[config.mk]
export PLATFORM = sky130hd
export DESIGN_NAME = window_detect
export DESIGN_NICKNAME = d
export VERILOG_FILES = /design/src/rtl/window_pkg.sv /design/src/rtl/sw_debounce.sv /design/src/rtl/window_detect.sv
export SDC_FILE = /design/constraint.sdc
export NUM_CORES = 1
export LEC_CHECK = 0
export CELL_PAD_IN_SITES_DETAIL_PLACEMENT = 2
export CELL_PAD_IN_SITES_GLOBAL_PLACEMENT = 2
export CORE_MARGIN = 1
export CORE_UTILIZATION = 31
export DETAILED_ROUTE_END_ITERATION = 10
export PLACE_DENSITY_LB_ADDON = 0.1
export SKIP_LAST_GASP = 1
export SYNTH_ARGS = -nofsm -noshare
export SYNTH_HDL_FRONTEND = slang
export SYNTH_SLANG_ARGS = --single-unit
[constraint.sdc]
create_clock -name clk -period 2.1 [get_ports clk]
set_clock_uncertainty 0.2 [all_clocks]
set_input_delay 0.42 -clock clk [delete_from_list [all_inputs] [get_ports clk]]
set_output_delay 0.42 -clock clk [all_outputs]
set_load 0.02 [all_outputs]
[src/rtl/window_pkg.sv]
// Shared types and helpers for the window detector.
//   win_state_t : match FSM state (outside / inside the window)
//   cnt_width() : width of the debounce counter for a given DEBOUNCE
package window_pkg;

   typedef enum logic [0:0] {
      ST_OUT,
      ST_IN
   } win_state_t;

   // Wide enough to hold DEBOUNCE-1, with a spare bit so DEBOUNCE=1 still gets one bit.
   function automatic int unsigned cnt_width(input int unsigned debounce);
      return $clog2(debounce) + 1;
   endfunction

endpackage

[src/rtl/sw_debounce.sv]
// Switch synchroniser and whole-vector debouncer.
//   clk        in   1      system clock
//   rst        in   1      synchronous, active-high reset
//   sw         in   WIDTH  raw asynchronous switch inputs
//   stable_val out  WIDTH  value accepted after DEBOUNCE stable cycles
module sw_debounce
   import window_pkg::*;
#(
   parameter int unsigned WIDTH    = 8,
   parameter int unsigned DEBOUNCE = 65536
) (
   input  logic             clk,
   input  logic             rst,
   input  logic [WIDTH-1:0] sw,
   output logic [WIDTH-1:0] stable_val
);

   localparam int unsigned    CntW   = cnt_width(DEBOUNCE);
   localparam logic [CntW-1:0] CntMax = CntW'(DEBOUNCE - 1);

   logic [WIDTH-1:0] s1_q, s_q;
   logic [WIDTH-1:0] cand_q, cand_d;
   logic [CntW-1:0]  cnt_q, cnt_d;
   logic [WIDTH-1:0] stable_q, stable_d;

   // Any bit change restarts the count; once the count reaches its ceiling it holds,
   // and the candidate is re-accepted every cycle while it stays put.
   always_comb begin
      cand_d   = cand_q;
      cnt_d    = cnt_q;
      stable_d = stable_q;
      if (s_q != cand_q) begin
         cand_d = s_q;
         cnt_d  = '0;
      end else if (cnt_q < CntMax) begin
         cnt_d = cnt_q + CntW'(1);
      end else begin
         stable_d = cand_q;
      end
   end

   always_ff @(posedge clk) begin
      if (rst) begin
         s1_q     <= '0;
         s_q      <= '0;
         cand_q   <= '0;
         cnt_q    <= '0;
         stable_q <= '0;
      end else begin
         s1_q     <= sw;
         s_q      <= s1_q;
         cand_q   <= cand_d;
         cnt_q    <= cnt_d;
         stable_q <= stable_d;
      end
   end

   assign stable_val = stable_q;

endmodule

[src/rtl/window_detect.sv]
// Registered range detector for the switch bank: debounced value tested against the
// inclusive window [LO, HI] (optionally inverted), driving the LED plus edge pulses and
// a saturating entry count.
//   clk        in   1      system clock
//   rst        in   1      synchronous, active-high reset
//   sw         in   WIDTH  raw asynchronous switch inputs
//   led        out  1      registered window-match indicator
//   enter_p    out  1      one-cycle pulse on led 0->1
//   exit_p     out  1      one-cycle pulse on led 1->0
//   entries    out  CNT_W  saturating count of enter_p pulses
//   stable_val out  WIDTH  current debounced value
module window_detect
   import window_pkg::*;
#(
   parameter int unsigned      WIDTH    = 8,
   parameter logic [WIDTH-1:0] LO       = WIDTH'(128),
   parameter logic [WIDTH-1:0] HI       = WIDTH'(154),
   parameter int unsigned      DEBOUNCE = 65536,
   parameter bit               INVERT   = 1'b0,
   parameter int unsigned      CNT_W    = 8
) (
   input  logic             clk,
   input  logic             rst,
   input  logic [WIDTH-1:0] sw,
   output logic             led,
   output logic             enter_p,
   output logic             exit_p,
   output logic [CNT_W-1:0] entries,
   output logic [WIDTH-1:0] stable_val
);

   win_state_t       state_q, state_d;
   logic             led_q, led_d;
   logic             enter_q, enter_d;
   logic             exit_q, exit_d;
   logic [CNT_W-1:0] entries_q, entries_d;
   logic [WIDTH-1:0] val;
   logic             in_win;
   logic             m;

   sw_debounce #(
      .WIDTH    (WIDTH),
      .DEBOUNCE (DEBOUNCE)
   ) u_debounce (
      .clk        (clk),
      .rst        (rst),
      .sw         (sw),
      .stable_val (val)
   );

   // LO > HI leaves no value satisfying both terms, so the window is empty.
   assign in_win = (val >= LO) && (val <= HI);
   assign m      = in_win ^ INVERT;

   always_comb begin
      state_d   = state_q;
      led_d     = led_q;
      enter_d   = 1'b0;
      exit_d    = 1'b0;
      entries_d = entries_q;
      unique case (state_q)
         ST_OUT: begin
            if (m) begin
               state_d = ST_IN;
               led_d   = 1'b1;
               enter_d = 1'b1;
               if (!(&entries_q)) begin
                  entries_d = entries_q + CNT_W'(1);
               end
            end
         end
         ST_IN: begin
            if (!m) begin
               state_d = ST_OUT;
               led_d   = 1'b0;
               exit_d  = 1'b1;
            end
         end
         default: begin
            state_d = ST_OUT;
            led_d   = 1'b0;
         end
      endcase
   end

   always_ff @(posedge clk) begin
      if (rst) begin
         state_q   <= ST_OUT;
         led_q     <= 1'b0;
         enter_q   <= 1'b0;
         exit_q    <= 1'b0;
         entries_q <= '0;
      end else begin
         state_q   <= state_d;
         led_q     <= led_d;
         enter_q   <= enter_d;
         exit_q    <= exit_d;
         entries_q <= entries_d;
      end
   end

   assign led        = led_q;
   assign enter_p    = enter_q;
   assign exit_p     = exit_q;
   assign entries    = entries_q;
   assign stable_val = val;

endmodule

==> parameters.txt, run 1 <==
Parameter                              Value

Status
  Status ... completed

Worst setup path
  R2R Path End ... u_debounce.cnt_q[12]
  Class of the most critical setup path ... reg -> out
  Kind of launch point of the worst setup path ... flip-flop
  Number of cells traversed by the worst register-to-register path ... 7
  Worst Path Required ... 1480 ps
  Critical Path AT ... 1430 ps
  Number of buffers and inverters on the critical path ... 1
  CP Cell Sequence ... clkdlybuf4s50_1
  Reg2Reg Setup Slack ... 100 ps
  Maximum cell stage delay along the critical path ... 650 ps
  Worst setup path startpoint ... entries[2]
  Critical path fanouts, max ... 7
  Crit. End Element ... output port
  Slowest stage cell on the critical path ... clkdlybuf4s50_1
  Critical R2R Launch ... u_debounce.cnt_q[0]
  Capturing instance or port of the critical path ... entries[2]
  Gate family responsible for the most delay along the worst path ... buffers and inverters
  Number of cells on the critical path ... 1

Layout
  Fill count ... 870
  End-of-flow core utilization ... 0.425
  Post-layout net count ... 331
  Area of combinational cells with multiple inputs ... 1180 µm²
  Share of cells above drive strength 1 ... 0.216
  Layout Area Growth over Synthesis ... 33.0%
  Count of inserted antenna diode cells ... 0
  Sequential standard cell area ... 1230 µm²

Clock tree
  Maximum clock insertion buffer count ... 2
  Clock tree sinks ... 61
  Total of hold buffers inserted after clock tree synthesis ... 0
  CTS tree ... yes
  Number of levels in the clock H-tree ... 3
  CTS Root Buffer Type ... clkbuf_8
  Clock-pin slew reported for the worst setup and hold paths after clock tree synthesis ... 70 ps
  Number of clock buffers inserted by TritonCTS ... 9
  Clock latency on the worst-skew pair ... 340 ps

Detailed routing
  1st-iter DRT viols ... 52
  DRC violation count after routing ... 0
  Drt pass-1 iters ... 4
  Number of vias per cell ... 5.09
  Number of antenna-violating nets in the routed design ... 0
  Final wirelength ... 6660 µm
  WL per Instance ... 15.6 µm
  Detailed-route via count ... 2170

Global routing
  Total routing resource utilization after global routing ... 0.176
  Aggregate global routing overflow ... 0
  Global-route wire length before repair ... 11400 µm
  Initial antenna violation count ... 0
  Maximum number of pins on one net before global-route repair ... 37
  Via count of the first global-routing pass ... 2296

Job
  Count of maximum capacitance violations ... 0

Logic synthesis
  Synth Instances ... 261
  Compound-Gate Fraction of Synth Area ... 0.140
  Sequential cell area fraction in the yosys report ... 0.497
  Largest cells by area after synthesis ... dfxtp_1, nor2b_1, a21oi_1
  Synthesized area ... 2460 µm²
  Area fraction in and, or, nand and nor cells after synthesis ... 0.261
  Adder-cell share of the synthesized area ... 0.0102
  Cell type with the largest total area after synthesis ... dfxtp_1
  Warning count from the yosys run ... 0
  Total of flip-flops plus latches after synthesis ... 61
  Avg Cell Area, Syn ... 9.42 µm²
  Xor and xnor area share after synthesis ... 0.0285
  Synth unique cells ... 37
  Multiplexer share of the synthesized area ... 0.0326
  Synthesized netlist net count ... 273
  Combinational family with the most area after synthesis ... simple AND/OR/NAND/NOR gates
  Fraction of post-synthesis cell area in the top cell type by area ... 0.497

STA
  Unrepaired setup endpoints after global routing ... false
  Slew at the pin closest to its max-slew limit ... 437 ps
  Slew HR ... 0.708
  Setup TNS ... 0 ps
  Fmax ... 0.487 GHz
  Final hold violation count ... 0
  Final number of max-transition violations ... 0
  Final critical-path setup slack ... 48.5 ps
  Final-layout worst hold slack ... 249 ps
  Final cycle utilization of the critical path ... 0.977
  Final setup fails ... 0
  Post-layout minimum cycle time ... 2050 ps

Placed design
  Final weighted congestion of routability-driven global placement ... 0.719
  Post-Place Setup Slack ... 6.07 ps
  Placed wire-length estimate ... 4740 µm
  IO buf count ... 28

Power
  Cell Pwr Density ... 680 nW/µm²
  Cell leakage power ... 1.11 nW
  Peak VDD IR ... 0.262 mV

Floorplanning
  Row Count ... 32
  Initial standard-cell utilization of the core ... 0.320
  Chip width ... 91.1 µm
  Core Area ... 7690 µm²
  IO Pins ... 29
  Chip Height ... 91.1 µm
  Total Die Area ... 8290 µm²

Hold path
  Worst Hold Path Cells ... 1
  Worst Hold Class ... reg -> reg
-- worst min-delay path by stage --
stage	end	start
after floorplan	u_debounce.s_q[0]	u_debounce.s1_q[0]
after global placement	u_debounce.s_q[0]	u_debounce.s1_q[0]
after detailed placement	u_debounce.s_q[1]	u_debounce.s1_q[1]
after CTS	u_debounce.s_q[0]	u_debounce.s1_q[0]
after global routing	u_debounce.s_q[4]	u_debounce.s1_q[4]
final	u_debounce.s_q[0]	u_debounce.s1_q[0]
-- sequential cells by signal (all words and copies together), names as in the netlist --
| name | cells |
|---|---|
| enter_p | 1 |
| entries | 8 |
| exit_p | 1 |
| led | 1 |
| state_q | 1 |
| u_debounce.cand_q | 8 |
| u_debounce.cnt_q | 17 |
| u_debounce.s1_q | 8 |
| u_debounce.s_q | 8 |
| u_debounce.stable_val | 8 |
-- power breakdown --
part	switching [mW]	internal, mW
sequential	0.0101	1.18
clock	0.506	0.429
combinational	0.0503	0.0511
-- cell usage after synthesis --
library cell  number
o21ba_2            1
nand2_1           21
nor3_1             3
a21oi_1           26
o21a_1             1
nor2b_1           24
mux2i_1            8
xnor2_1            8
and4_1             2
o31ai_1            8
o21ai_0            5
inv_1              6
and3_1             5
o211ai_1           1
a211oi_4           1
or3_1              5
a31oi_1            1
or3b_2             1
nand4_1            7
nand4b_1           2
or4b_2             5
a21bo_2            1
nand3b_1           1
clkbuf_1          12
a211oi_1           1
inv_2              1
o2111ai_1          1
nor2_1             8
or2_2              2
nand3_1           11
buf_2              1
o41ai_1            6
nand4_2            1
ha_1               2
nor4_1             3
or4_1              8
dfxtp_1           61
-- timing repair --
item | CTS | global route
resized for setup | 0 | 7
setup endpoints to repair | 0 | 11
buffers inserted | 0 | 1
hold endpoints to repair | 0 | 0
-- final cells by class --
cell class | instances | share of cell area
Clock inverter | 7 | 0.0153
Tap cell | 102 | 0.0390
Clock buffer | 9 | 0.0379
Sequential cell | 61 | 0.375
Multi-Input combinational cell | 180 | 0.361
Inverter | 7 | 0.00804
Timing Repair Buffer | 60 | 0.164
-- kinds of logic after synthesis --
logic type                 after synthesis
AOI/OAI and AO/OA                       53
and+or+nand+nor                        109
xor gates and xnor gates                 8
DFF                                     61
buffers and inverters                   20
adders and majority gates                2
muxes                                    8
-- cells in the final DEF (no fill, tap or decap), types with 3 or more instances in the layout --
cell,count
nor3_1,3
nor2_1,8
xnor2_1,8
or3_1,5
clkinvlp_4,3
nand4_1,7
nor2b_1,24
dfxtp_2,5
and3_1,5
o41ai_1,6
dfxtp_1,56
or4b_2,4
or4_1,7
clkbuf_8,9
nand2_1,21
nand3_1,11
a21oi_1,24
nor4_1,3
buf_4,31
mux2i_1,8
o31ai_1,8
inv_1,6
o21ai_0,5
clkdlybuf4s50_1,27
-- metrics by stage --
step / instance area, µm² / total power, mW / std cells
finish: 3270 / 2.22 / 426
global route: 3270 / 2.32 / 426
CTS: 3240 / 2.26 / 425
detailed placement: 3070 / 1.32 / 409
global placement: 3070 / 1.31 / 409
floorplan: 2470 / 1.26 / 261
-- routing by layer --
layer | GRT usage | routed length, µm | part of all wire
met5 | 0 | 0 | 0
met3 | 0.0352 | 169 | 0.025
met4 | 0.0886 | 126 | 0.019
met2 | 0.289 | 3220 | 0.48
met1 | 0.220 | 3140 | 0.47
(Power assumes the default switching activity.)
==> run 2, diff against run 1 <==
--- a/config.mk
+++ b/config.mk
@@ -10,6 +10,7 @@
 export CORE_MARGIN = 1
 export CORE_UTILIZATION = 31
 export DETAILED_ROUTE_END_ITERATION = 10
+export GPL_ROUTABILITY_DRIVEN = 0
 export PLACE_DENSITY_LB_ADDON = 0.1
 export SKIP_LAST_GASP = 1
 export SYNTH_ARGS = -nofsm -noshare
==> results of run 2 <==
Same layout as run 1: the final DEF is identical, and so are final timing and power.
==> run 3, diff against run 2 <==
--- a/config.mk
+++ b/config.mk
@@ -9,6 +9,7 @@
 export CELL_PAD_IN_SITES_GLOBAL_PLACEMENT = 2
 export CORE_MARGIN = 1
 export CORE_UTILIZATION = 31
+export CTS_CLUSTER_DIAMETER = 30
 export DETAILED_ROUTE_END_ITERATION = 10
 export GPL_ROUTABILITY_DRIVEN = 0
 export PLACE_DENSITY_LB_ADDON = 0.1
==> results of run 3 <==
Same layout as run 1: the final DEF is identical, and so are final timing and power.
